## src/rtl/serial_alu_ctrl.sv

```systemverilog
// serial_alu_ctrl: bit-serial sequencer that drives a single 1-bit ALU slice
// LSB first, feeding the slice carry back and shifting results into a word.
module serial_alu_ctrl #(
  parameter int WIDTH = 8
) (
  input  logic             clk,
  input  logic             rst,
  input  logic             start,
  input  logic [2:0]       op,
  input  logic [WIDTH-1:0] a,
  input  logic [WIDTH-1:0] b,
  input  logic             cin,
  output logic             busy,
  output logic             done,
  output logic             err,
  output logic [WIDTH-1:0] result,
  output logic             cout,
  output logic [2:0]       alu_m,
  output logic             alu_a,
  output logic             alu_b,
  output logic             alu_ci,
  input  logic             alu_x,
  input  logic             alu_co
);

  localparam int CW = (WIDTH > 1) ? $clog2(WIDTH) : 1;
  localparam logic [CW-1:0] LAST_BIT = CW'(WIDTH - 1);
  localparam logic [2:0] OP_PLUS = 3'd0;
  localparam logic [2:0] OP_MAX  = 3'd4;

  typedef enum logic [1:0] {
    IDLE = 2'd0,
    RUN  = 2'd1,
    DONE = 2'd2
  } state_t;

  state_t state_reg, state_next;

  logic [WIDTH-1:0] a_reg;
  logic [WIDTH-1:0] b_reg;
  logic [2:0]       op_reg;
  logic             carry_reg;
  logic [CW-1:0]    cnt_reg;
  logic [WIDTH-1:0] result_reg;
  logic             cout_reg;
  logic             err_reg;

  logic op_legal;
  assign op_legal = (op <= OP_MAX);

  // State register.
  always_ff @(posedge clk) begin
    if (rst) begin
      state_reg <= IDLE;
    end else begin
      state_reg <= state_next;
    end
  end

  // Next-state logic: illegal opcodes skip straight to DONE.
  always_comb begin
    state_next = state_reg;
    case (state_reg)
      IDLE: begin
        if (start) begin
          state_next = op_legal ? RUN : DONE;
        end
      end
      RUN: begin
        if (cnt_reg == LAST_BIT) begin
          state_next = DONE;
        end
      end
      DONE:    state_next = IDLE;
      default: state_next = IDLE;
    endcase
  end

  // Datapath: latch operands on accepted start, then shift one bit per clock.
  always_ff @(posedge clk) begin
    if (rst) begin
      a_reg      <= '0;
      b_reg      <= '0;
      op_reg     <= '0;
      carry_reg  <= 1'b0;
      cnt_reg    <= '0;
      result_reg <= '0;
      cout_reg   <= 1'b0;
      err_reg    <= 1'b0;
    end else begin
      case (state_reg)
        IDLE: begin
          if (start) begin
            op_reg     <= op;
            result_reg <= '0;
            cout_reg   <= 1'b0;
            if (op_legal) begin
              a_reg     <= a;
              b_reg     <= b;
              carry_reg <= (op == OP_PLUS) ? cin : 1'b0;
              cnt_reg   <= '0;
              err_reg   <= 1'b0;
            end else begin
              err_reg   <= 1'b1;
            end
          end
        end
        RUN: begin
          result_reg <= {alu_x, result_reg[WIDTH-1:1]};
          carry_reg  <= alu_co;
          cnt_reg    <= cnt_reg + 1'b1;
          // The final carry is captured on the last bit so it is valid in DONE.
          if (cnt_reg == LAST_BIT) begin
            cout_reg <= (op_reg == OP_PLUS) ? alu_co : 1'b0;
          end
        end
        default: ;
      endcase
    end
  end

  assign busy   = (state_reg == RUN);
  assign done   = (state_reg == DONE);
  assign err    = err_reg;
  assign result = result_reg;
  assign cout   = cout_reg;
  assign alu_m  = op_reg;
  assign alu_a  = busy ? a_reg[cnt_reg] : 1'b0;
  assign alu_b  = busy ? b_reg[cnt_reg] : 1'b0;
  assign alu_ci = busy ? carry_reg : 1'b0;

endmodule

```

## config.mk

```make
export PLATFORM = sky130hd
export DESIGN_NAME = serial_alu_ctrl
export DESIGN_NICKNAME = d
export VERILOG_FILES = /design/src/rtl/serial_alu_ctrl.sv
export SDC_FILE = /design/constraint.sdc
export NUM_CORES = 1
export LEC_CHECK = 0
export ABC_AREA = 1
export BUFFER_PORTS_ARGS = -buffer_cell sky130_fd_sc_hd__buf_4
export CAP_MARGIN = 25
export CORE_MARGIN = 3
export CORE_UTILIZATION = 25
export DETAILED_ROUTE_END_ITERATION = 8
export MAX_ROUTING_LAYER = met4
export PLACE_DENSITY = 0.56
export SYNTH_ARGS = -nofsm -noshare
export SYNTH_HDL_FRONTEND = slang
export SYNTH_SLANG_ARGS = --single-unit
```

## constraint.sdc

```tcl
create_clock -name clk -period 2.65 [get_ports clk]
set_input_delay 0.265 -clock clk [delete_from_list [all_inputs] [get_ports clk]]
set_output_delay 0.265 -clock clk [all_outputs]
set_load 0.05 [all_outputs]
```

==> impl_metrics.env, run 1 <==
export IMPL_cp_max_fo=10
export IMPL_regToRegStartpoint="cnt_reg[0]"
export IMPL_hold_buffers=0
export IMPL_drc_errors=0
export IMPL_area_growth_pct=27.25
export IMPL_crit_required_ns=2.38
export IMPL_grt_pass1_vias=1478
export IMPL_viasPerCell=4.220
export IMPL_synth_seq_cells=35
export IMPL_wl_per_cell_um=10.83
export IMPL_numCtsBuffers=5
export IMPL_hold_path_class="in2reg"
export IMPL_syn_num_nets=265
export IMPL_dp_hpwl_um=2765
export IMPL_drtIter0Drc=69
export IMPL_grt_pass1_wl_um=6575
export IMPL_power_leakage_nw=0.9671
export IMPL_clock_path_buffers=2
export IMPL_fin_crit_sh=0.7704
export IMPL_setup_viol=0
export IMPL_end_kind="output port"
export IMPL_hold_path_endpoint="a_reg[7]"
export IMPL_multi_input_area_sq_um=718.2
export IMPL_ys_seq_area_frac=0.4348
export IMPL_clkTransAtPathRegs_ns=0.07
export IMPL_gp_congestion=0.8134
export IMPL_worst_slew_pin_slew_ns=0.6640
export IMPL_seq_area_sq_um=700.7
export IMPL_diodes=0
export IMPL_worst_r2r_cell_count=7
export IMPL_hp_start="a[7]"
export IMPL_setup_tns_ns=0
export IMPL_pin_count=43
export IMPL_layout_drive_gt1_share=0.2036
export IMPL_fmax_ghz=0.4898
export IMPL_cap_viol_max_count=0
export IMPL_grt_ovfl_total=0
export IMPL_ff2ff_setup_slack_ns=1.31
export IMPL_startpoint_type="flip-flop"
export IMPL_cts_max_level=2
export IMPL_arrival_ns=1.78
export IMPL_slowest_stage="dfxtp_1"
export IMPL_relSlewSlack=0.5569
export IMPL_period_needed_ns=2.042
export IMPL_path_class="reg2out"
export IMPL_ys_warn_count=0
export IMPL_wirelength_um=3843
export IMPL_final_cell_mix="nor2_1, nand2_1, buf_4, dfxtp_1, inv_1"
export IMPL_clkLatencyLatePin_ns=0.28
export IMPL_synth_cell_types=20
export IMPL_final_common_cell="nor2_1"
export IMPL_grt_util_all_layers=0.1140
export IMPL_cts_setup_buffers=0
export IMPL_cp_slowest_stage_delay_ns=0.52
export IMPL_die_w_um=86.29
export IMPL_outcome="completed"
export IMPL_p_per_area_mw_per_mm2=628.5
export IMPL_final_antenna_net_count=0
export IMPL_report_final_slew_viol_count=0
export IMPL_timing_hold_ws_ns=0.2297
export IMPL_port_buffers=42
export IMPL_dieArea_sq_mm=0.007446
export IMPL_crit_chain="clkinv_1 -> nand2_1 -> nand3_1 -> nand2_1 -> nor2_1 -> nor2_1 -> buf_4"
export IMPL_dr_pass1_iters=4
export IMPL_cts_resized=0
export IMPL_netlist_instances=238
export IMPL_hold_depth=3
export IMPL_finalPower_mw=1.289
export IMPL_rsz0062_at_grt="false"
export IMPL_start_util=0.2644
export IMPL_clock_skew_ns=0.006749
export IMPL_via_count=1498
export IMPL_mappedNetlistArea_sq_mm=0.001612
export IMPL_grt_start_max_net_pins=26
export IMPL_cts_sinks=35
export IMPL_cts_tree="done"
export IMPL_hold_violations=0
export IMPL_antenna_found_initial=0
export IMPL_clockRootBuffer="clkbuf_8"
export IMPL_fin_nets=307
export IMPL_fp_row_count=28
export IMPL_ir_worst_vdd_v=0.0002107
export IMPL_fillCellCount=691
export IMPL_core_sq_mm=0.006096
export IMPL_r2r_end="cout"
export IMPL_die_y_um=86.29
export IMPL_syn_area_per_cell_sq_um=6.771
[cell usage after synthesis, drive strengths merged]
cell type   n  area share
nand3      13       0.040
o21ai      21       0.065
a21oi      14       0.043
clkinv      1      0.0023
dfxtp      35        0.43
nor2       55        0.13
clkbuf      3      0.0070
buf         4       0.029
ha          2       0.016
nand2      57        0.15
inv        33       0.082
[critical path: cells and delay by family, from the launching register on]
family	cells	cell delay, ns
AND/OR/NAND/NOR	5	0.45
buffers and inverters	2	0.53
flip-flops	1	0.52
[cell type report]
| class | instances | area share |
|---|---|---|
| clock buffers | 6 | 0.04027 |
| clock inverters | 1 | 0.002441 |
| inverters | 34 | 0.06589 |
| multi-input cells | 162 | 0.3502 |
| flip-flops and latches | 35 | 0.3417 |
| well taps | 75 | 0.04576 |
| repair buffers | 42 | 0.1538 |
[stage by stage]
step                setup slack (ns)  area (sq um)    util  cells
finish                        0.6084          2051  0.3364    355
global route                  0.4065          2051  0.3364    355
CTS                           0.5861          2051  0.3364    355
detailed placement            0.9051          1963  0.3220    348
global placement              0.9576          1963  0.3220    348
floorplan                     0.8302          1612       -    238
[kinds of logic after synthesis]
kind of cell | synth area share
DFF | 0.4348
and+or+nand+nor | 0.3214
buffers and inverters | 0.1196
adders and majority gates | 0.01553
AOI/OAI and AO/OA | 0.1087
[worst max-delay path by stage]
| stage | slack (ns) | cells past startpoint | start | endpoint |
|---|---|---|---|---|
| floorplan | 0.83 | 5 | state_reg[0] | alu_a |
| CTS | 0.59 | 7 | cnt_reg[0] | alu_a |
| detailed placement | 0.91 | 7 | cnt_reg[0] | alu_a |
| global route | 0.41 | 7 | cnt_reg[0] | alu_a |
| finish | 0.61 | 7 | cnt_reg[0] | alu_a |
| global placement | 0.96 | 7 | cnt_reg[0] | alu_a |
[layer usage]
metal | share of wire | vias to the layer above | wire length (um) | global-route usage
li1 | - | 813 | - | -
met1 | 0.50 | 643 | 1917 | 0.1471
met2 | 0.43 | 37 | 1634 | 0.1696
met3 | 0.063 | 5 | 243 | 0.03802
met4 | 0.012 | 0 | 47 | 0.03399
met5 | 0 | - | 0 | -
[power breakdown]
part           switching [mW]  leakage (nW)  internal (mW)
Combinational           0.192         0.633          0.106
Sequential             0.0327         0.287          0.569
Clock                   0.186        0.0470          0.204
Total                   0.410         0.967          0.879
No activity file was read; power rests on OpenSTA's default activity.
==> inputs of run 2 (changes only) <==
Clock period 2.65 ns to 2.1 ns, I/O delays scaled along.
==> run 2 against run 1 <==
Global-route usage shrank 0.32 points; flip-flop and latch count did not move; largest power group unchanged; total power grew 26%.
==> impl_metrics.env, run 2 (same netlist as run 1, synthesis figures left out) <==
export IMPL_outcome="completed"
export IMPL_grt_ovfl_total=0
export IMPL_fp_row_count=28
export IMPL_grt_start_max_net_pins=26
export IMPL_dp_hpwl_um=2733
export IMPL_drc_errors=0
export IMPL_top_usage_layer="met2"
export IMPL_layout_drive_gt1_share=0.2107
export IMPL_crit_required_ns=1.89
export IMPL_pin_count=43
export IMPL_power_leakage_nw=0.9670
export IMPL_hold_path_class="in2reg"
export IMPL_cp_max_fo=10
export IMPL_cts_tree="done"
export IMPL_clkTransAtPathRegs_ns=0.07
export IMPL_utilization=0.3372
export IMPL_clock_path_buffers=2
export IMPL_slowest_stage="dfxtp_2"
export IMPL_fin_crit_sh=0.8513
export IMPL_via_count=1506
export IMPL_fillCellCount=705
export IMPL_report_final_slew_viol_count=0
export IMPL_gp_congestion=0.8137
export IMPL_viasPerCell=4.242
export IMPL_cap_viol_max_count=0
export IMPL_grtUsageMet3=0.03517
export IMPL_worst_slew_pin_slew_ns=0.6772
export IMPL_ir_worst_vdd_v=0.0002748
export IMPL_core_sq_mm=0.006096
export IMPL_dp_cells=348
export IMPL_gr_usage_met1=0.1390
export IMPL_wl_per_cell_um=10.67
export IMPL_final_common_cell="nor2_1"
export IMPL_grt_pass1_wl_um=6410
export IMPL_grt_pass1_vias=1443
export IMPL_die_y_um=86.29
export IMPL_start_util=0.2644
export IMPL_drtIter0Drc=64
export IMPL_final_cell_mix="nor2_1, nand2_1, buf_4, dfxtp_1, inv_1"
export IMPL_antenna_found_initial=0
export IMPL_rsz0062_at_grt="false"
export IMPL_dr_pass1_iters=4
export IMPL_cts_max_level=2
export IMPL_hold_buffers=0
export IMPL_cp_slowest_stage_delay_ns=0.45
export IMPL_clock_skew_ns=0.004988
export IMPL_relSlewSlack=0.5481
export IMPL_grt_util_all_layers=0.1107
export IMPL_instances_no_fill=355
export IMPL_crit_chain="clkinvlp_4 -> nand2_1 -> nand3_1 -> nand2_1 -> nor2_1 -> nor2_1 -> buf_4"
export IMPL_p_per_area_mw_per_mm2=788.5
export IMPL_path_class="reg2out"
export IMPL_startpoint_type="flip-flop"
export IMPL_hold_violations=0
export IMPL_setup_tns_ns=0
export IMPL_period_needed_ns=1.788
export IMPL_timing_hold_ws_ns=0.1769
export IMPL_clkLatencyLatePin_ns=0.28
export IMPL_setup_viol=0
export IMPL_fmax_ghz=0.5594
export IMPL_arrival_ns=1.58
export IMPL_final_antenna_net_count=0
export IMPL_area_growth_pct=27.56
export IMPL_wirelength_um=3787
export IMPL_port_buffers=42
export IMPL_die_w_um=86.29
export IMPL_clockRootBuffer="clkbuf_8"
export IMPL_grt_use_met2=0.1703
export IMPL_fin_nets=307
export IMPL_dieArea_sq_mm=0.007446
export IMPL_diodes=0
export IMPL_cts_sinks=35
export IMPL_end_kind="output port"
export IMPL_numCtsBuffers=5
run 2: changes by cell type in the layout (fill, tap and decap cells not counted), sizes merged:
| cell | before | now |
|---|---|---|
| clkinv | 2 | 1 |
| clkinvlp | 0 | 1 |
run 2: final cells by class:
cell class | instances | area (sq um) | area share
clock buffers | 6 | 82.58 | 0.04017
well taps | 75 | 93.84 | 0.04565
inverters | 34 | 138.9 | 0.06756
clock inverters | 1 | 5.005 | 0.002435
flip-flops and latches | 35 | 701.9 | 0.3414
repair buffers | 42 | 315.3 | 0.1534
multi-input cells | 162 | 718.2 | 0.3494
run 2: repair_timing:
action                                  4_1_cts  5_1_grt
buffers inserted                              0        0
resized for setup                             0        2
endpoints found under the setup margin        0        2
run 2: path summary, 6_finish.rpt:
path | from | to | slack, ns | depth (start not counted)
max | cnt_reg[0] | alu_a | 0.31 | 7
min reg2reg | result[0] | result[0] | 0.47 | 2
min | a[7] | a_reg[7] | 0.18 | 3
max reg2reg | state_reg[0] | cout | 0.83 | 7
run 2: layer usage:
metal / vias up / share of wire
met5: - / 0
met4: 0 / 0.013
met3: 5 / 0.064
met2: 44 / 0.44
met1: 647 / 0.49
li1: 810 / -
run 2: worst max-delay path, delay by kind of cell (launching register included):
kind	cells	cell delay (ns)
flip-flops	1	0.45
AND/OR/NAND/NOR	5	0.42
buffers and inverters	2	0.43
run 2: power breakdown:
part	leakage (nW)	switching [mW]	internal (mW)	total, mW
combinational	0.632	0.240	0.134	0.374
clock	0.0470	0.229	0.257	0.486
sequential	0.288	0.0425	0.719	0.761
run 2: stage by stage:
| step | setup WS, ns | area, sq um | power (mW) |
|---|---|---|---|
| finish | 0.3123 | 2056 | 1.621 |
| global route | 0.1023 | 2056 | 1.730 |
| CTS | 0.08806 | 2051 | 1.648 |
| detailed placement | 0.4095 | 1963 | 1.153 |
| global placement | 0.4627 | 1963 | 1.149 |
| floorplan | 0.3352 | 1612 | 1.050 |
==> inputs of run 3 (changes only) <==
==> constraint.sdc (replaced) <==
create_clock -name clk -period 2.1 [get_ports clk]
set_input_delay 0.42 -clock clk [delete_from_list [all_inputs] [get_ports clk]]
set_output_delay 0.42 -clock clk [all_outputs]
set_load 0.05 [all_outputs]
==> run 3 against run 2 <==
Design area up 0.37%; utilization grew 0.12 points; combinational power grew 2%; critical endpoint unchanged; hold slack improved by 0.20 ns; non-clock buffer count increased by 2; worst setup slack worse by 0.099 ns; via count is 2.3% lower; global-route usage increased by 0.19 points; clock power decreased by 4.5%; final cell count is 0.85% higher; sequential power down 0.8%.
==> impl_metrics.env, run 3 (same netlist as run 1, synthesis figures left out) <==
export IMPL_outcome="completed"
export IMPL_core_sq_mm=0.006096
export IMPL_dr_pass1_iters=4
export IMPL_finalPower_mw=1.602
export IMPL_worst_slew_pin_slew_ns=0.2640
export IMPL_clock_skew_ns=0.004851
export IMPL_wl_per_cell_um=10.43
export IMPL_p_per_area_mw_per_mm2=776.4
export IMPL_dp_hpwl_um=2694
export IMPL_cts_tree="done"
export IMPL_layout_drive_gt1_share=0.2085
export IMPL_fin_nets=309
export IMPL_cts_max_level=2
export IMPL_fp_row_count=28
export IMPL_startpoint_type="flip-flop"
export IMPL_cts_setup_buffers=0
export IMPL_grt_start_max_net_pins=26
export IMPL_die_w_um=86.29
export IMPL_crit_path_start="state_reg[0]"
export IMPL_dieArea_sq_mm=0.007446
export IMPL_drc_errors=0
export IMPL_r2r_end="cout"
export IMPL_hold_violations=0
export IMPL_diodes=0
export IMPL_fmax_ghz=0.5299
export IMPL_final_antenna_net_count=0
export IMPL_clkTransAtPathRegs_ns=0.07
export IMPL_setup_tns_ns=0
export IMPL_final_common_cell="nor2_1"
export IMPL_start_util=0.2644
export IMPL_cp_max_fo=13
export IMPL_power_leakage_nw=0.9719
export IMPL_antenna_found_initial=0
export IMPL_clockRootBuffer="clkbuf_8"
export IMPL_clock_path_buffers=2
export IMPL_cts_resized=0
export IMPL_port_buffers=42
export IMPL_pin_count=43
export IMPL_via_count=1471
export IMPL_rsz0062_at_grt="false"
export IMPL_grt_ovfl_total=0
export IMPL_grt_pass1_wl_um=6610
export IMPL_grt_util_all_layers=0.1127
export IMPL_die_y_um=86.29
export IMPL_period_needed_ns=1.887
export IMPL_clkLatencyLatePin_ns=0.28
export IMPL_hold_buffers=0
export IMPL_viasPerCell=4.109
export IMPL_crit_required_ns=1.68
export IMPL_grt_pass1_vias=1472
export IMPL_arrival_ns=1.47
export IMPL_path_class="reg2out"
export IMPL_worstSetupEndpoint="alu_a"
export IMPL_cts_sinks=35
export IMPL_wirelength_um=3735
export IMPL_ir_worst_vdd_v=0.0003301
export IMPL_report_final_slew_viol_count=0
export IMPL_cap_viol_max_count=0
export IMPL_gp_congestion=0.8066
export IMPL_ff2ff_setup_slack_ns=0.75
export IMPL_regToRegStartpoint="cnt_reg[0]"
export IMPL_numCtsBuffers=5
export IMPL_worst_r2r_cell_count=9
export IMPL_drtIter0Drc=64
export IMPL_fin_crit_sh=0.8986
export IMPL_end_kind="output port"
export IMPL_relSlewSlack=0.8238
export IMPL_final_cell_mix="nor2_1, nand2_1, buf_4, dfxtp_1, inv_1"
export IMPL_area_growth_pct=28.03
export IMPL_setup_viol=0
export IMPL_hold_path_class="in2reg"
[run 3: power breakdown]
group | internal, mW | total, mW | switching [mW] | leakage [nW]
Combinational | 0.138 | 0.383 | 0.245 | 0.642
Sequential | 0.718 | 0.755 | 0.0369 | 0.287
Clock | 0.233 | 0.464 | 0.232 | 0.0422
[run 3: how the worst min path moves through the flow]
stage | depth (start not counted) | startpoint | slack [ns] | endpoint
after floorplan | 2 | a_reg[0] | 0.45 | a_reg[0]
after global placement | 2 | result[0] | 0.45 | result[0]
after detailed placement | 2 | result[0] | 0.45 | result[0]
after CTS | 3 | b[7] | 0.38 | b_reg[7]
after global routing | 2 | rst | 0.39 | result[5]
final | 3 | b[7] | 0.38 | b_reg[7]
[run 3: cell type report]
class,instances,area [sq um]
clock buffers,7,76.32
fillers,699,4033
repair buffers,44,330.3
clock inverters,1,5.005
well taps,75,93.84
inverters,34,138.9
flip-flops and latches,35,700.7
multi-input cells,162,718.2
[run 3: layer usage]
layer / track usage / up-vias / share of wire
li1: - / 815 / -
met1: 0.1445 / 619 / 0.50
met2: 0.1710 / 35 / 0.43
met3: 0.03422 / 2 / 0.061
met4: 0.03399 / 0 / 0.0056
met5: - / - / 0
[run 3: worst max-delay path: stages (launching register included)]
cell	delay (ns)
dfxtp_1	0.47
nand2_4	0.13
inv_2	0.20
nand2_1	0.08
nor2_1	0.11
buf_4	0.21
[run 3: through the flow]
stage          std cells  setup slack, ns  area [sq um]  utilization  hold slack, ns
4_1_cts              358           0.1439          2059       0.3378          0.3788
5_1_grt              358          0.03950          2063       0.3385          0.3910
3_3_place_gp         350           0.4758          1978       0.3245          0.4549
3_5_place_dp         350           0.4640          1978       0.3245          0.4539
6_report             358           0.2129          2063       0.3385          0.3816
2_1_floorplan        238           0.1252          1612            -          0.4529
